**src/rtl/coh_bus_ctrl_pkg.sv**
```systemverilog
// Shared types for the two-core snoopy coherence bus controller.
package coh_bus_ctrl_pkg;

  typedef enum logic [1:0] {BUS_NONE, BUS_RD, BUS_RFO, BUS_INV} bus_op_t;

  typedef enum logic [1:0] {DS_NONE, DS_MEM, DS_OTHER} datasel_t;

  typedef enum logic [2:0] {IDLE, INV, SNOOP, SNOOP_RSP, XFER, MEM} cbus_state_t;

  // Per-core request priority: write_miss > read_miss > invalidate.
  function automatic bus_op_t decode_op(input logic wm, input logic rm, input logic inv);
    if (wm)       return BUS_RFO;
    else if (rm)  return BUS_RD;
    else if (inv) return BUS_INV;
    else          return BUS_NONE;
  endfunction

endpackage

```
**src/rtl/coh_bus_ctrl_rr_arb2.sv**
```systemverilog
// Two-way round-robin arbiter; rr_ptr names the core that wins a collision.
module rr_arb2 (
  input  logic       clk,
  input  logic       rst_n,
  input  logic [1:0] req,
  input  logic       adv,
  output logic [1:0] win
);

  logic rr_ptr;

  always_comb begin
    win = req;
    if (req == 2'b11) win = rr_ptr ? 2'b10 : 2'b01;
  end

  // Pointer moves only on a collision, to the core that lost it.
  always_ff @(posedge clk or negedge rst_n) begin
    if (!rst_n)                    rr_ptr <= 1'b0;
    else if (adv && req == 2'b11)  rr_ptr <= ~rr_ptr;
  end

endmodule

```
**src/rtl/coh_bus_ctrl.sv**
```systemverilog
// Snoopy coherence bus controller for two cores: arbitration, snoop,
// cache-to-cache or memory fill, invalidate forwarding and memory timeout.
module coh_bus_ctrl
  import coh_bus_ctrl_pkg::*;
#(
  parameter int unsigned NCPU        = 2,
  parameter int unsigned MEM_TIMEOUT = 64
) (
  input  logic             clk,
  input  logic             rst_n,
  input  logic [1:0]       read_miss,
  input  logic [1:0]       write_miss,
  input  logic [1:0]       invalidate,
  input  logic [1:0][10:0] BICO,
  input  logic [1:0]       cpu_search_found,
  input  logic [1:0][15:0] send_other_proc_data,
  input  logic             u_rdy,
  output logic [1:0]       grant,
  output logic [1:0]       cpu_search,
  output logic [12:0]      BOCI,
  output logic [1:0][1:0]  cpu_datasel,
  output logic [1:0]       invalidate_from_other_cpu,
  output logic [15:0]      other_proc_data,
  output logic [10:0]      u_addr,
  output logic             u_re,
  output logic             bus_err
);

  localparam int unsigned IDW = $clog2(NCPU);
  localparam int unsigned CW  = (MEM_TIMEOUT > 1) ? $clog2(MEM_TIMEOUT + 1) : 1;

  cbus_state_t    state, state_nxt;
  bus_op_t        op, win_op;
  logic [10:0]    addr;
  logic [IDW-1:0] req_id, oth_id, win_id;
  logic [CW-1:0]  cnt;
  logic [1:0]     req, win;
  logic           timed_out;

  assign req = write_miss | read_miss | invalidate;

  rr_arb2 u_arb (
    .clk   (clk),
    .rst_n (rst_n),
    .req   (req),
    .adv   (state == IDLE),
    .win   (win)
  );

  assign win_id    = IDW'(win == 2'b10);
  assign win_op    = decode_op(write_miss[win_id], read_miss[win_id], invalidate[win_id]);
  assign oth_id    = ~req_id;
  assign timed_out = (MEM_TIMEOUT != 0) && (cnt == CW'(MEM_TIMEOUT));

  always_ff @(posedge clk or negedge rst_n) begin
    if (!rst_n) begin
      state  <= IDLE;
      req_id <= '0;
      op     <= BUS_NONE;
      addr   <= '0;
      cnt    <= '0;
    end else begin
      state <= state_nxt;
      if (state == IDLE && |req) begin
        req_id <= win_id;
        op     <= win_op;
        addr   <= BICO[win_id];
      end
      cnt <= (state == MEM) ? cnt + CW'(1) : '0;
    end
  end

  always_comb begin
    state_nxt                 = state;
    grant                     = '0;
    cpu_search                = '0;
    BOCI                      = '0;
    cpu_datasel               = '0;
    invalidate_from_other_cpu = '0;
    other_proc_data           = '0;
    u_addr                    = '0;
    u_re                      = 1'b0;
    bus_err                   = 1'b0;

    if (state != IDLE) BOCI = {op, addr};

    case (state)
      IDLE: begin
        if (|req) state_nxt = (win_op == BUS_INV) ? INV : SNOOP;
      end
      INV: begin
        invalidate_from_other_cpu[oth_id] = 1'b1;
        grant[req_id]                     = 1'b1;
        state_nxt                         = IDLE;
      end
      SNOOP: begin
        cpu_search[oth_id] = 1'b1;
        state_nxt          = SNOOP_RSP;
      end
      SNOOP_RSP: begin
        state_nxt = cpu_search_found[oth_id] ? XFER : MEM;
      end
      XFER: begin
        other_proc_data                   = send_other_proc_data[oth_id];
        cpu_datasel[req_id]               = DS_OTHER;
        grant[req_id]                     = 1'b1;
        invalidate_from_other_cpu[oth_id] = (op == BUS_RFO);
        state_nxt                         = IDLE;
      end
      MEM: begin
        // A completion arriving on the timeout cycle takes precedence.
        if (u_rdy) begin
          u_re                              = 1'b1;
          u_addr                            = addr;
          cpu_datasel[req_id]               = DS_MEM;
          grant[req_id]                     = 1'b1;
          invalidate_from_other_cpu[oth_id] = (op == BUS_RFO);
          state_nxt                         = IDLE;
        end else if (timed_out) begin
          grant[req_id] = 1'b1;
          bus_err       = 1'b1;
          state_nxt     = IDLE;
        end else begin
          u_re   = 1'b1;
          u_addr = addr;
        end
      end
      default: state_nxt = IDLE;
    endcase
  end

endmodule

```
**config.mk**
```make
export PLATFORM = sky130hd
export DESIGN_NAME = coh_bus_ctrl
export DESIGN_NICKNAME = d
export VERILOG_FILES = /design/src/rtl/coh_bus_ctrl_pkg.sv /design/src/rtl/coh_bus_ctrl_rr_arb2.sv /design/src/rtl/coh_bus_ctrl.sv
export SDC_FILE = /design/constraint.sdc
export NUM_CORES = 1
export LEC_CHECK = 0
export ABC_AREA = 1
export CORE_MARGIN = 2
export CORE_UTILIZATION = 36
export CTS_CLUSTER_DIAMETER = 120
export DETAILED_ROUTE_END_ITERATION = 7
export PLACE_DENSITY = 0.81
export SYNTH_ARGS = -nofsm -noshare
export SYNTH_HDL_FRONTEND = slang
export SYNTH_SLANG_ARGS = --single-unit
```
**constraint.sdc**
```tcl
create_clock -name clk -period 1.88 [get_ports clk]
set_input_delay 0.47 -clock clk [delete_from_list [all_inputs] [get_ports clk]]
set_output_delay 0.47 -clock clk [all_outputs]
set_load 0.02 [all_outputs]
```
==> summary by stage <==
Status
The run finished, with violations left. The checks that failed: setup timing.

STA
Setup repair after global routing could not meet its margin everywhere. The worst slew slack as a fraction of its limit is between 70% and 80%. The time the worst path needs with I/O delays and setup is 2150 ps.

The number of endpoints with negative hold slack in the final report is 0. The worst setup slack after layout is -266 ps. Dividing the final minimum period by the clock period gives 114%. The final max-slew violation count is 0. The final-report setup violation count is 50. The clock arrives with a little over 2 ps of skew. The maximum operating frequency is around 470 MHz. The transition time of the tightest slew-check pin is about 330 ps.

Global route
In this run the most used layer during global routing was met2. For this run the aggregate overflow at the end of global routing stands at 0. Across every metal layer, demand over resource in global routing totals 23.6%. The number of antenna violations at the first check in global routing was 0. For this run, global-route usage on met3 was measured as under 10%. For this run, global-route usage on met2 was measured as a little under half. The met1 track demand over resource in global routing is between 20% and 30%. The via count of the first global-routing pass came to between 2,000 and 2,500. The first global-routing pass estimated 9950 um of wire. Entering global routing, the biggest net connects 26 pins.

Cells and area
From synthesis to final layout, the design area changed by 105%. In the final layout, the share of cells above drive strength 1 is 42.1%. 0 antenna diodes ended up in the layout.

The net total in the final layout is around 460. With fillers left out, the area of the finished cells amounts to around 3600 sq um.

Worst setup path
The endpoint type of the worst setup path is an output pin. The worst path required time is 1410 ps. The type of origin of the critical path is a flip-flop. For the worst setup path, the data arrival time is 1680 ps. In this run the register-to-register setup slack is ~210 ps.

The highest net fanout along the worst path is 6. The worst register-to-register path begins at state[1]$_DFFE_PN0P_. The worst setup path startpoint is state[0]$_DFFE_PN0P_. The critical path is of the reg -> out type.

Logic synthesis
Counting distinct cell types in the post-synthesis netlist gives 26. Synthesis produced about 230 cells. The mapped cell area is around 1700 sq um. The main flop type after synthesis is dfrtp_1. The top cell type by area accounts for 35.9% of the synthesized area.

Sequential elements use between 30% and 40% of the synthesized area. After synthesis, the mean cell area works out to ~7.7 sq um. By count the netlist is led by nor2_1, inv_1, dfrtp_1.

The library cell with the highest instance count after synthesis is nor2_1. In this run, synthesis inferred 0 flip-flops with an integrated enable. The biggest area contributor in the post-synthesis netlist is dfrtp_1. In this run, synthesis produced a sequential element count of 25. Yosys printed 0 warnings.

When the netlist entered floorplanning its net count stood at between 200 and 300. Yosys attributes the largest share of cell area to dfrtp_1, nor2_1, a22o_1. Of all flip-flops after synthesis, the portion carrying an async set or reset was 100%.

Floorplanning
The die span in y is between 70 and 80 um. The floorplan row count is 25. The floorplan step defined a die boundary enclosing approximately 5400 sq um.

The I/O pin count is 117. The initial core utilization is a little under two fifths. The core region is 4690 sq um. The horizontal extent of the die is approximately 74 um.

Place
Before CTS, the worst setup slack after placement is -649 ps. The number of buffers inserted by port buffering is around 120. The final weighted congestion in routability-driven placement is 0.815. Summing all placed instances gives a cell area of roughly 3200 sq um. After legalization and detailed placement, the total HPWL measured approximately 4300 um.

Power and ir drop
The leakage power of the design is around 0.0017 uW. Across the VDD grid, the largest voltage drop is between 0.9 and 1 mV. For this design the ratio of total power to cell area is 1260 nW/um^2.

Drt
After detailed routing, the average wire length per cell comes to 15.5 um. The count of antenna-violating nets left after detailed routing is 0. The detailed-route wire length is 6830 um.

Detailed routing inserted a total of roughly 2,200 vias. The average vias per placed instance is 4.98. The residual DRC count is 0.

Before antenna repair, the detailed router went through 4 iterations. For this block, the initial DRC count from the detailed router was between 50 and 60.

Run
The max-cap check violation count is 0.

Clock tree
The clock drives 25 sinks. Buffers inserted to repair hold after CTS numbered 0. For the worst-skew pair, the clock arrives at the later sink with an insertion delay of between 200 and 300 ps.

CTS placed an instance of clkbuf_8 at the clock tree root. The clock-pin transition on the worst setup and hold timing paths is roughly 90 ps. TritonCTS created 3 clock buffers. The number of levels the H-tree was split into is 1. TritonCTS built the clock tree. The maximum count of clock buffers along a single path is 2.

Min path
The min-delay analysis places its worst path in the category in -> async.
==> layout by cell type, fill, tap and decap left out, drive strengths merged, types with 10 or more instances in the layout <==
| cell | netlist | layout |
|---|---|---|
| a21oi | 10 | 10 |
| a22o | 16 | 16 |
| buf | 9 | 99 |
| clkdlybuf4s50 | 0 | 63 |
| dfrtp | 25 | 25 |
| inv | 33 | 35 |
| nand2 | 24 | 24 |
| nor2 | 58 | 58 |
| o21ai | 19 | 19 |
| o22ai | 13 | 13 |
==> worst paths after layout <==
| kind | cells after the start | endpoint |
|---|---|---|
| min in group clk | 2 | op[0]$_DFFE_PN0P_ |
| max in group asynchronous | 2 | state[2]$_DFFE_PN0P_ |
| worst min register to register | 2 | op[0]$_DFFE_PN0P_ |
| worst max-delay path | 8 | u_addr[5] |
| worst min-delay path | 2 | cnt[0]$_DFF_PN0_ |
| worst max register to register | 9 | addr[9]$_DFFE_PN0P_ |
==> power by group <==
group          switching, uW  total (uW)  internal [uW]
clock                    185         336            151
combinational           1870        3320           1440
sequential               114         856            742
total                   2170        4510           2330
==> critical path, cell delays in order (launching register included) <==
cell     delay, ps
dfrtp_1        450
buf_6          140
nand2_4         40
nor2_4         150
buf_4          140
o21ai_2         80
buf_6          180
nor2_4          90
buf_6          120
==> sequential cells by signal (all words and copies together) (netlist names) <==
| register | cells |
|---|---|
| cnt | 7 |
| u_arb.rr_ptr | 1 |
| op | 2 |
| req_id | 1 |
| addr | 11 |
| state | 3 |
==> cell type report <==
cell class / count / area, sq um
clock buffers: 3 / 41.3
clock inverters: 1 / 7.51
fillers: 310 / 1120
inverters: 33 / 131
multi-input cells: 160 / 1070
flip-flops and latches: 25 / 627
well taps: 54 / 67.6
repair buffers: 163 / 1600
repair inverters: 2 / 20.0
==> cell families after synthesis <==
family | share of synthesized area [%]
flops | 35.9
simple gates | 27.0
fa+ha+maj | 1.43
xor+xnor | 0.502
compound gates | 24.0
buf+inv | 11.3
==> stage by stage <==
step	setup TNS (ps)	std cells	util [%]	total power [uW]	hold WS, ps
floorplan	0	227	-	2520	174
global route	-11070	441	76.1	4780	576
detailed placement	-17360	422	68.1	3740	533
CTS	-6720	438	73.9	4300	547
finish	-8350	441	76.1	4510	557
global placement	-15990	422	68.1	3690	517
==> what timing repair did <==
item                                   4_1_cts  5_1_grt
resized for setup                          315       43
setup endpoints to repair                   52       52
pin swaps                                   27       14
endpoints found under the hold margin        0        0
gates cloned                                 4        0
buffers inserted                             9        6
==> metal layers <==
metal  vias to the layer above  share of wire, %
met2                        81                55
li1                       1072                 -
met5                         -                 0
met3                         6               5.3
met4                         0              0.78
met1                      1036                39
(Power assumes the default switching activity.)
